<file path="src/rtl/rfphoenix_mem_arbiter_pkg.sv">
// Shared types for the memory-port arbiter: request/response payloads, tid layout and FSM states.
// The arbiter's optional I$ priority mode is selected with RFP_ARB_ICPRIO_EN.
package rfphoenix_mem_arbiter_pkg;

    localparam int NTHREADS   = 4;
    parameter int  ARB_MAXREQ = 8;

    typedef logic [2:0] ReqIdx;
    typedef logic [7:0] Tid;

    typedef struct packed {
        Tid          tid;
        logic        we;
        logic [3:0]  sel;
        logic [31:0] adr;
        logic [31:0] dat;
    } MemoryRequest;

    typedef struct packed {
        Tid          tid;
        logic        cmt;
        logic [31:0] dat;
    } MemoryResponse;

    typedef enum logic {
        ARB_IDLE = 1'b0,
        ARB_HOLD = 1'b1
    } arb_state_t;

    // tid = {sequence, requester index}
    function automatic Tid mk_tid(input logic [4:0] seq, input ReqIdx idx);
        return {seq, idx};
    endfunction

endpackage

</file>
<file path="src/rtl/rfphoenix_rr_pick.sv">
// Combinational round-robin picker: first eligible index strictly after `last`, wrapping to 0.
module rfphoenix_rr_pick
    import rfphoenix_mem_arbiter_pkg::*;
#(
    parameter int N = 5
) (
    input  logic [N-1:0] elig,
    input  ReqIdx        last,
    output logic [N-1:0] gnt,
    output ReqIdx        idx,
    output logic         any
);

    ReqIdx idx_hi;
    ReqIdx idx_lo;
    logic  found_hi;

    // Descending scan leaves the lowest eligible index overall and the lowest one above `last`.
    always_comb begin
        idx_hi   = '0;
        idx_lo   = '0;
        found_hi = 1'b0;
        any      = 1'b0;
        for (int j = N - 1; j >= 0; j--) begin
            if (elig[j]) begin
                idx_lo = ReqIdx'(j);
                any    = 1'b1;
                if (ReqIdx'(j) > last) begin
                    idx_hi   = ReqIdx'(j);
                    found_hi = 1'b1;
                end
            end
        end
        idx = found_hi ? idx_hi : idx_lo;
        gnt = any ? (N'(1) << idx) : '0;
    end

endmodule

</file>
<file path="src/rtl/rfphoenix_mem_arbiter.sv">
// Arbitrates requesters onto the single memory-unit port, stamps tids and routes responses back.
// Define RFP_ARB_ICPRIO_EN to give requester 0 (I$ miss) absolute priority over the thread LSUs.
module rfphoenix_mem_arbiter
    import rfphoenix_mem_arbiter_pkg::*;
#(
    parameter int NREQ   = NTHREADS + 1,
    parameter int MAXOUT = 4
) (
    input  logic                     clk_i,
    input  logic                     rst_ni,
    input  logic         [NREQ-1:0]  req_v_i,
    input  MemoryRequest [NREQ-1:0]  req_i,
    output logic         [NREQ-1:0]  req_rdy_o,
    output logic                     mreq_v_o,
    output MemoryRequest             mreq_o,
    input  logic                     mreq_rdy_i,
    input  logic                     mresp_v_i,
    input  MemoryResponse            mresp_i,
    output logic         [NREQ-1:0]  resp_v_o,
    output MemoryResponse            resp_o,
    output logic                     busy_o
);

    arb_state_t            state, state_nx;
    ReqIdx                 last;
    logic [4:0]            seq;
    logic [NREQ-1:0][2:0]  outcnt, outcnt_nx;
    logic                  err_underflow;
    logic                  uflow;

    logic [NREQ-1:0] elig, rr_elig, rr_gnt, gnt;
    logic [NREQ-1:0] inc_v, dec_v;
    ReqIdx           rr_idx, win_idx, rsp_idx;
    logic            rr_any, win_any, grant, upd_last, rsp_hit;
    MemoryRequest    grant_req;

    always_comb begin
        elig = '0;
        for (int n = 0; n < NREQ; n++) begin
            elig[n] = req_v_i[n] && (outcnt[n] < 3'(MAXOUT));
        end
    end

`ifdef RFP_ARB_ICPRIO_EN
    assign rr_elig = elig & ~NREQ'(1);
`else
    assign rr_elig = elig;
`endif

    rfphoenix_rr_pick #(.N(NREQ)) u_rr_pick (
        .elig (rr_elig),
        .last (last),
        .gnt  (rr_gnt),
        .idx  (rr_idx),
        .any  (rr_any)
    );

    always_comb begin
        gnt      = rr_gnt;
        win_idx  = rr_idx;
        win_any  = rr_any;
        upd_last = 1'b1;
`ifdef RFP_ARB_ICPRIO_EN
        // I$ wins outright and leaves the thread rotation where it was.
        if (elig[0]) begin
            gnt      = NREQ'(1);
            win_idx  = '0;
            win_any  = 1'b1;
            upd_last = 1'b0;
        end
`endif
    end

    always_ff @(posedge clk_i or negedge rst_ni) begin
        if (!rst_ni) state <= ARB_IDLE;
        else         state <= state_nx;
    end

    always_comb begin
        state_nx  = state;
        grant     = 1'b0;
        req_rdy_o = '0;
        case (state)
            ARB_IDLE: begin
                if (win_any) begin
                    grant     = 1'b1;
                    req_rdy_o = gnt;
                    state_nx  = ARB_HOLD;
                end
            end
            ARB_HOLD: begin
                if (mreq_rdy_i) state_nx = ARB_IDLE;
            end
            default: state_nx = ARB_IDLE;
        endcase
    end

    always_comb begin
        grant_req = '0;
        for (int n = 0; n < NREQ; n++) begin
            if (gnt[n]) grant_req = req_i[n];
        end
        grant_req.tid = mk_tid(seq, win_idx);
    end

    // Request output register: loaded on grant, held until the memory unit takes it.
    always_ff @(posedge clk_i or negedge rst_ni) begin
        if (!rst_ni) begin
            mreq_v_o <= 1'b0;
            mreq_o   <= '0;
            seq      <= '0;
            last     <= ReqIdx'(NREQ - 1);
        end else if (grant) begin
            mreq_v_o <= 1'b1;
            mreq_o   <= grant_req;
            seq      <= seq + 5'd1;
            if (upd_last) last <= win_idx;
        end else if (state == ARB_HOLD && mreq_rdy_i) begin
            mreq_v_o <= 1'b0;
        end
    end

    assign rsp_idx = mresp_i.tid[2:0];
    assign rsp_hit = mresp_v_i && (int'(rsp_idx) < NREQ);

    // Response output register: one-cycle strobe, out-of-range indices dropped.
    always_ff @(posedge clk_i or negedge rst_ni) begin
        if (!rst_ni) begin
            resp_v_o <= '0;
            resp_o   <= '0;
        end else begin
            resp_v_o <= '0;
            if (mresp_v_i) begin
                resp_o <= mresp_i;
                if (rsp_hit) resp_v_o <= NREQ'(1) << rsp_idx;
            end
        end
    end

    assign inc_v = grant ? gnt : '0;
    assign dec_v = (rsp_hit && mresp_i.cmt) ? (NREQ'(1) << rsp_idx) : '0;

    // A grant and a final beat on the same requester cancel; a decrement at zero saturates.
    always_comb begin
        outcnt_nx = outcnt;
        uflow     = 1'b0;
        for (int n = 0; n < NREQ; n++) begin
            if (inc_v[n] && !dec_v[n]) begin
                outcnt_nx[n] = outcnt[n] + 3'd1;
            end else if (dec_v[n] && !inc_v[n]) begin
                if (outcnt[n] == 3'd0) uflow = 1'b1;
                else                   outcnt_nx[n] = outcnt[n] - 3'd1;
            end
        end
    end

    always_ff @(posedge clk_i or negedge rst_ni) begin
        if (!rst_ni) begin
            outcnt        <= '0;
            err_underflow <= 1'b0;
        end else begin
            outcnt        <= outcnt_nx;
            err_underflow <= err_underflow | uflow;
        end
    end

    logic unused_err;
    assign unused_err = err_underflow;

    assign busy_o = mreq_v_o | (|outcnt);

endmodule

</file>
<file path="config.mk">
export PLATFORM = sky130hd
export DESIGN_NAME = rfphoenix_mem_arbiter
export DESIGN_NICKNAME = d
export VERILOG_FILES = /design/src/rtl/rfphoenix_mem_arbiter_pkg.sv /design/src/rtl/rfphoenix_rr_pick.sv /design/src/rtl/rfphoenix_mem_arbiter.sv
export SDC_FILE = /design/constraint.sdc
export NUM_CORES = 1
export LEC_CHECK = 0
export BUFFER_PORTS_ARGS = -buffer_cell sky130_fd_sc_hd__buf_2
export CAP_MARGIN = 40
export CELL_PAD_IN_SITES_DETAIL_PLACEMENT = 0
export CELL_PAD_IN_SITES_GLOBAL_PLACEMENT = 2
export CORE_AREA = 8 8 214 216
export DETAILED_ROUTE_END_ITERATION = 8
export DIE_AREA = 0 0 222 224
export GPL_TIMING_DRIVEN = 0
export PLACE_DENSITY = 0.85
export SETUP_SLACK_MARGIN = 0.02
export SYNTH_ARGS = -nofsm -noshare
export SYNTH_HDL_FRONTEND = slang
export SYNTH_HIERARCHICAL = 1
export SYNTH_SLANG_ARGS = --single-unit
</file>
<file path="constraint.sdc">
create_clock -name clk_i -period 4.6 [get_ports clk_i]
set_input_delay 0.46 -clock clk_i [delete_from_list [all_inputs] [get_ports clk_i]]
set_output_delay 0.46 -clock clk_i [all_outputs]
set_load 0.02 [all_outputs]
</file>
### Yosys cells after proc, flatten, opt, wreduce, memory -nomap -nowiden

Index checks and enable logic that the tools add are counted.

| operators by class | value |
|---|---|
| add/subtract/negate cells | 11 |
| magnitude comparators | 11 |
| equality and inequality tests | 5 |
| shift-type cells | 2 |
| muxes and demuxes | 64 |
| bitwise logic cells | 2 |
| reductions and logical operators | 45 |

Operators by type and width:

| kind | number |
|---|---|
| $mux W69 | 5 |
| $mux W3 | 31 |
| $mux W5 | 7 |
| $mux W1 | 20 |
| $logic_and A1 B1 Y1 | 18 |
| $lt A3 B3 Y1 const B | 6 |
| $add A3 B1 Y3 const B | 5 |
| $logic_not A3 Y1 | 5 |
| $reduce_or A15 Y1 | 1 |
| $sub A3 B1 Y3 const B | 5 |
| $reduce_bool A2 Y1 | 6 |
| $logic_not A1 Y1 | 10 |
| $ne A2 B2 Y1 const B | 5 |
| $reduce_and A2 Y1 | 5 |
| $shl A1 B3 Y5 const A | 2 |
| $gt A1 B3 Y1 const A | 2 |
| $gt A2 B3 Y1 const A | 2 |
| $add A5 B1 Y5 const B | 1 |
| $gt A3 B3 Y1 const A | 1 |
| $pmux W1 S2 | 1 |
| $not A1 Y1 | 1 |
| $or A1 B1 Y1 | 1 |

| word-level totals | value |
|---|---|
| bits in registers | 148 |
| bits of input ports | 435 |
| output and inout bits | 130 |

### Logic depth before layout (Yosys ltp)

| depth | value |
|---|---|
| depth in word-level cells | 19 |
| depth in mapped cells | 16 |
| mapped depth without buffers | 13 |

### Modules after synthesis

Netlist, hierarchy kept.

Modules (own cells, without submodules):

| module | instances | cells an instance | area an instance (um^2) | sequential area each (um^2) |
|---|---|---|---|---|
| rfphoenix_mem_arbiter | 1 | 925 | 8,399.3 | 3,654.8 |
| rfphoenix_rr_pick | 1 | 28 | 185.2 | 0.0 |

### Worst setup path after synthesis

No wires, ideal clock.

| timing path | value |
|---|---|
| path kind | register to register |
| from | reg outcnt[11] in the netlist's numbering |
| to | reg outcnt[10] in the netlist's numbering |
| setup time | 121 ps |
| arrival | 3,398 ps |
| required time | 4,479 ps |
| path slack | 1,080 ps |
| stages on the path, launching flop included | 15 |
| cells stage by stage | dfrtp_1 clkbuf_1 nor2b_1 nor2_1 or4_4 a21oi_2 and2_1 clkbuf_1 buf_2 buf_1 and2_1 ha_1 inv_1 fa_1 o22a_1 |

RTL lines:

| item | line | text |
|---|---|---|
| start: declaration | rfphoenix_mem_arbiter.sv:27 | `logic [NREQ-1:0][2:0] outcnt, outcnt_nx;` |
| start signal: assignment | rfphoenix_mem_arbiter.sv:162 | `outcnt <= outcnt_nx;` |

### Worst setup path after layout

| timing path | value |
|---|---|
| from | reg outcnt[11] in the netlist's numbering |
| to | reg outcnt[8] in the netlist's numbering |

| on the way | value |
|---|---|
| cells in the longest elaborated chain, start to end | 17 |

Ends and longest elaborated chain:

| item | line | text |
|---|---|---|
| $lt A3 B3 Y1 * | rfphoenix_mem_arbiter.sv:40 | `elig[n] = req_v_i[n] && (outcnt[n] < 3'(MAXOUT));` |
| $logic_and A1 B1 Y1 * | rfphoenix_mem_arbiter.sv:40 |  |
| via elig[3] | rfphoenix_mem_arbiter.sv:31 | `logic [NREQ-1:0] elig, rr_elig, rr_gnt, gnt;` |
| $mux W3 / $mux W1 (equally long branches) | rfphoenix_rr_pick.sv:25 | `if (elig[j]) begin` |
| $mux W3 / $mux W1 (equally long branches) | rfphoenix_rr_pick.sv:28 | `if (ReqIdx'(j) > last) begin` |
| $mux W3 / $mux W1 (equally long branches) | rfphoenix_rr_pick.sv:25 |  |
| $mux W3 / $mux W1 (equally long branches) | rfphoenix_rr_pick.sv:28 |  |
| $mux W3 / $mux W1 (equally long branches) | rfphoenix_rr_pick.sv:25 |  |
| (+3 left out) | n/a |  |
| $shl A1 B3 Y5 | rfphoenix_rr_pick.sv:35 | `gnt = any ? (N'(1) << idx) : '0;` |
| $mux W5 * | rfphoenix_rr_pick.sv:35 |  |
| via gnt[2] | rfphoenix_mem_arbiter.sv:31 |  |
| $mux W5 * | rfphoenix_mem_arbiter.sv:140 | `assign inc_v = grant ? gnt : '0;` |
| $logic_not A1 Y1 | rfphoenix_mem_arbiter.sv:150 | `end else if (dec_v[n] && !inc_v[n]) begin` |
| $logic_and A1 B1 Y1 | rfphoenix_mem_arbiter.sv:150 |  |
| $reduce_bool A2 Y1 (no line) | n/a |  |
| $reduce_and A2 Y1 (no line) | n/a |  |

Mark *: on every way through the listed nets, which the timed path passes. The rest lies on a longest branch.
A chain may end at the register's enable or synchronous reset.

==> flow_metrics.tcl <==
set metrics [dict create \
    synth_nets 1399 \
    min-delay-start "mreq_rdy_i" \
    final_nets 1949 \
    crit_arrival_ps 4520 \
    drv_cap 0 \
    clk_latency_ps 450 \
    drv_slew 0 \
    instances_no_fill 2065 \
    first_global_vias 10510 \
    start_kind "flip-flop" \
    synth_warnings 6 \
    crit_type "flip-flop to flip-flop" \
    grt_overflow 0 \
    die_width_um 222 \
    cts_sinks 146 \
    cp.required_ps 4920 \
    peakVddDrop_mv 0.1499 \
    cts_max_level 4 \
    io_pins 565 \
    synth_edf_count 0 \
    tns_ps 0 \
    rsz0062_at_grt "no" \
    die_h_um 224 \
    ys_async_sr_fraction_pct 100.0 \
    cts_tree "yes" \
    grt_first_pass_wirelength_um 67790 \
    final_antenna_net_count 0 \
    synthCells 953 \
    synthFlopType "dfrtp_1" \
    start_util_pct 20.20 \
    hold_ws_ps 214.5 \
    area_growth_pct 47.17 \
    vias_per_cell 4.802 \
    drtIter0Drc 641 \
    worst_pin_slew_ps 764.0 \
    status "completed" \
    drc_errors 0 \
    powerDensity_nw_per_um2 387.5 \
    drt_first_pass_iters 6 \
    synth.distinct_cells 47 \
    final-hold-violation-count 0 \
    skew_ps 8.776 \
    wirelength_um 46060 \
    timing.fmax_mhz 238.1 \
    placed_cells 2031 \
    finalSetupViolCount 0 \
    die_area_um2 49730 \
    post-cts-setup-buffers 0 \
    cp-startpoint "outcnt[11]$_DFFE_PN0P_" \
    synth-seq-area-share_pct 42.57 \
    grt_max_degree 84 \
    avgSynthCellArea_um2 9.008 \
    final_util_pct 29.72 \
    p_leak_nw 6.085 \
    num_vias 9917 \
    fin_crit_ps 4200 \
    cts_root_buffer "clkbuf_16" \
    num_rows 76 \
    r2r_start "outcnt[11]$_DFFE_PN0P_" \
    ys_ff_latch 146 \
    grt_antenna_before_repair 7 \
    drive_gt1_share_pct 42.02 \
    cts-buffers-inserted 17 \
    slew_headroom_pct 48.94 \
    cp_max_fo 10 \
    hold_path_class "primary input to flip-flop" \
    coreArea_um2 42510 \
    cts_buffer_depth 2 \
    dp_hpwl_um 37460 \
    grt_use_total_pct 17.92 \
    cts.clk_slew.worst_paths_ps 70 \
    place.gp.congestion 0.8866 \
    syn-cell-area_um2 8584 \
    fin_crit_sh_pct 91.31 \
    critPathCaptureType "flip-flop" \
    final_common_cell "buf_2" \
    final_cell_mix "buf_2, dfrtp_1, nand2_1" \
    wl_per_cell_um 22.31 \
    io_buffers 523 \
]
[cell type report]
| class | instances | area, µm² |
|---|---|---|
| fillers | 4657 | 29870 |
| multi-input cells | 634 | 4243 |
| flip-flops and latches | 146 | 3655 |
| repair buffers | 533 | 2778 |
| well taps | 546 | 683.2 |
| clock buffers | 18 | 439.2 |
| plain buffers | 91 | 380.4 |
| inverters | 80 | 300.3 |
| clock inverters | 14 | 147.6 |
| diodes | 3 | 7.507 |
[worst paths after layout]
check | slack, ps | to | depth (start not counted)
max | 400 | outcnt[8]$_DFFE_PN0P_ | 15
min | 210 | state$_DFF_PN0_ | 2
max reg2reg | 400 | outcnt[8]$_DFFE_PN0P_ | 15
min reg2reg | 480 | mreq_o[71]$_DFFE_PN0N_ | 2
max in group asynchronous | 3160 | mreq_o[15]$_DFFE_PN0N_ | 3
min in group asynchronous | 580 | outcnt[13]$_DFFE_PN0P_ | 2
[logic make-up (layout without fill, tap and decap cells)]
logic type      count (synthesis)  after routing  share of synthesized area, %
compound gates                385            385                         31.09
simple gates                  190            190                         10.13
buf+inv                       173            736                         8.016
flops                         146            146                         42.57
mux                            44             44                         5.743
fa+ha+maj                      11             11                         2.041
xor+xnor                        4              4                        0.4082
other cells                     0              3                             0
[worst max-delay path: stages, from the launching register on]
cell and delay (ps):
dfrtp_1 360, clkbuf_1 190, nor2b_1 310, nor2_1 120
or4_4 520, nor2b_1 140, o21a_1 380, buf_2 400
clkbuf_1 260, buf_6 210, and2_1 140, ha_1 270
inv_1 80, fa_1 390, a22oi_1 160, o21ai_0 120
[routing by layer]
metal | track usage (%) | part of all wire [%] | wire (µm)
met2 | 30.20 | 49 | 22460
met3 | 4.656 | 6.7 | 3067
met5 | 0 | 0.059 | 27
met4 | 6.030 | 2.6 | 1181
met1 | 22.08 | 42 | 19330
[synth_stat cells (7+ instances only)]
| library cell | n | share of area, % |
|---|---|---|
| nand2_1 | 106 | 4.6 |
| clkbuf_1 | 75 | 3.3 |
| buf_2 | 9 | 0.52 |
| and2_1 | 9 | 0.66 |
| nor2b_1 | 11 | 0.80 |
| mux2_2 | 42 | 5.5 |
| nor4_1 | 7 | 0.51 |
| a221oi_1 | 59 | 6.0 |
| a221o_1 | 69 | 8.0 |
| a21oi_1 | 75 | 4.4 |
| o21ai_0 | 76 | 4.4 |
| nor3_1 | 17 | 0.99 |
| nor2_1 | 21 | 0.92 |
| inv_1 | 79 | 3.5 |
| a221oi_2 | 10 | 1.7 |
| dfrtp_1 | 145 | 42 |
| o21ai_1 | 70 | 4.1 |
[where the power goes]
group          switching, W  internal (W)  total [W]  leakage (nW)
logic               0.00100      0.000660    0.00166          3.96
clock network      0.000658      0.000776    0.00143         0.277
registers          0.000231       0.00157    0.00180          1.85
[timing repair]
action                                 4_1_cts  5_1_grt
gates resized for setup                      0        1
hold buffers                                 1        0
endpoints found under the hold margin        2        0
setup endpoints to repair                    0        5
[registers in the layout, summed over array words and instances (netlist names)]
register,count
last,1
mreq_o,77
mreq_v_o,1
outcnt,15
resp_o,41
resp_v_o,5
seq,5
state,1
[per-stage QoR]
stage / area [µm²] / setup slack (ps) / power, W
2_1_floorplan: 8584 / 1080 / 0.002716
5_1_grt: 12630 / 98.44 / 0.005193
4_1_cts: 12630 / 55.73 / 0.004980
6_report: 12630 / 399.9 / 0.004895
3_5_place_dp: 12040 / 87.53 / 0.003505
3_3_place_gp: 11890 / -285.1 / 0.003461
No activity file was read; power rests on OpenSTA's default activity.
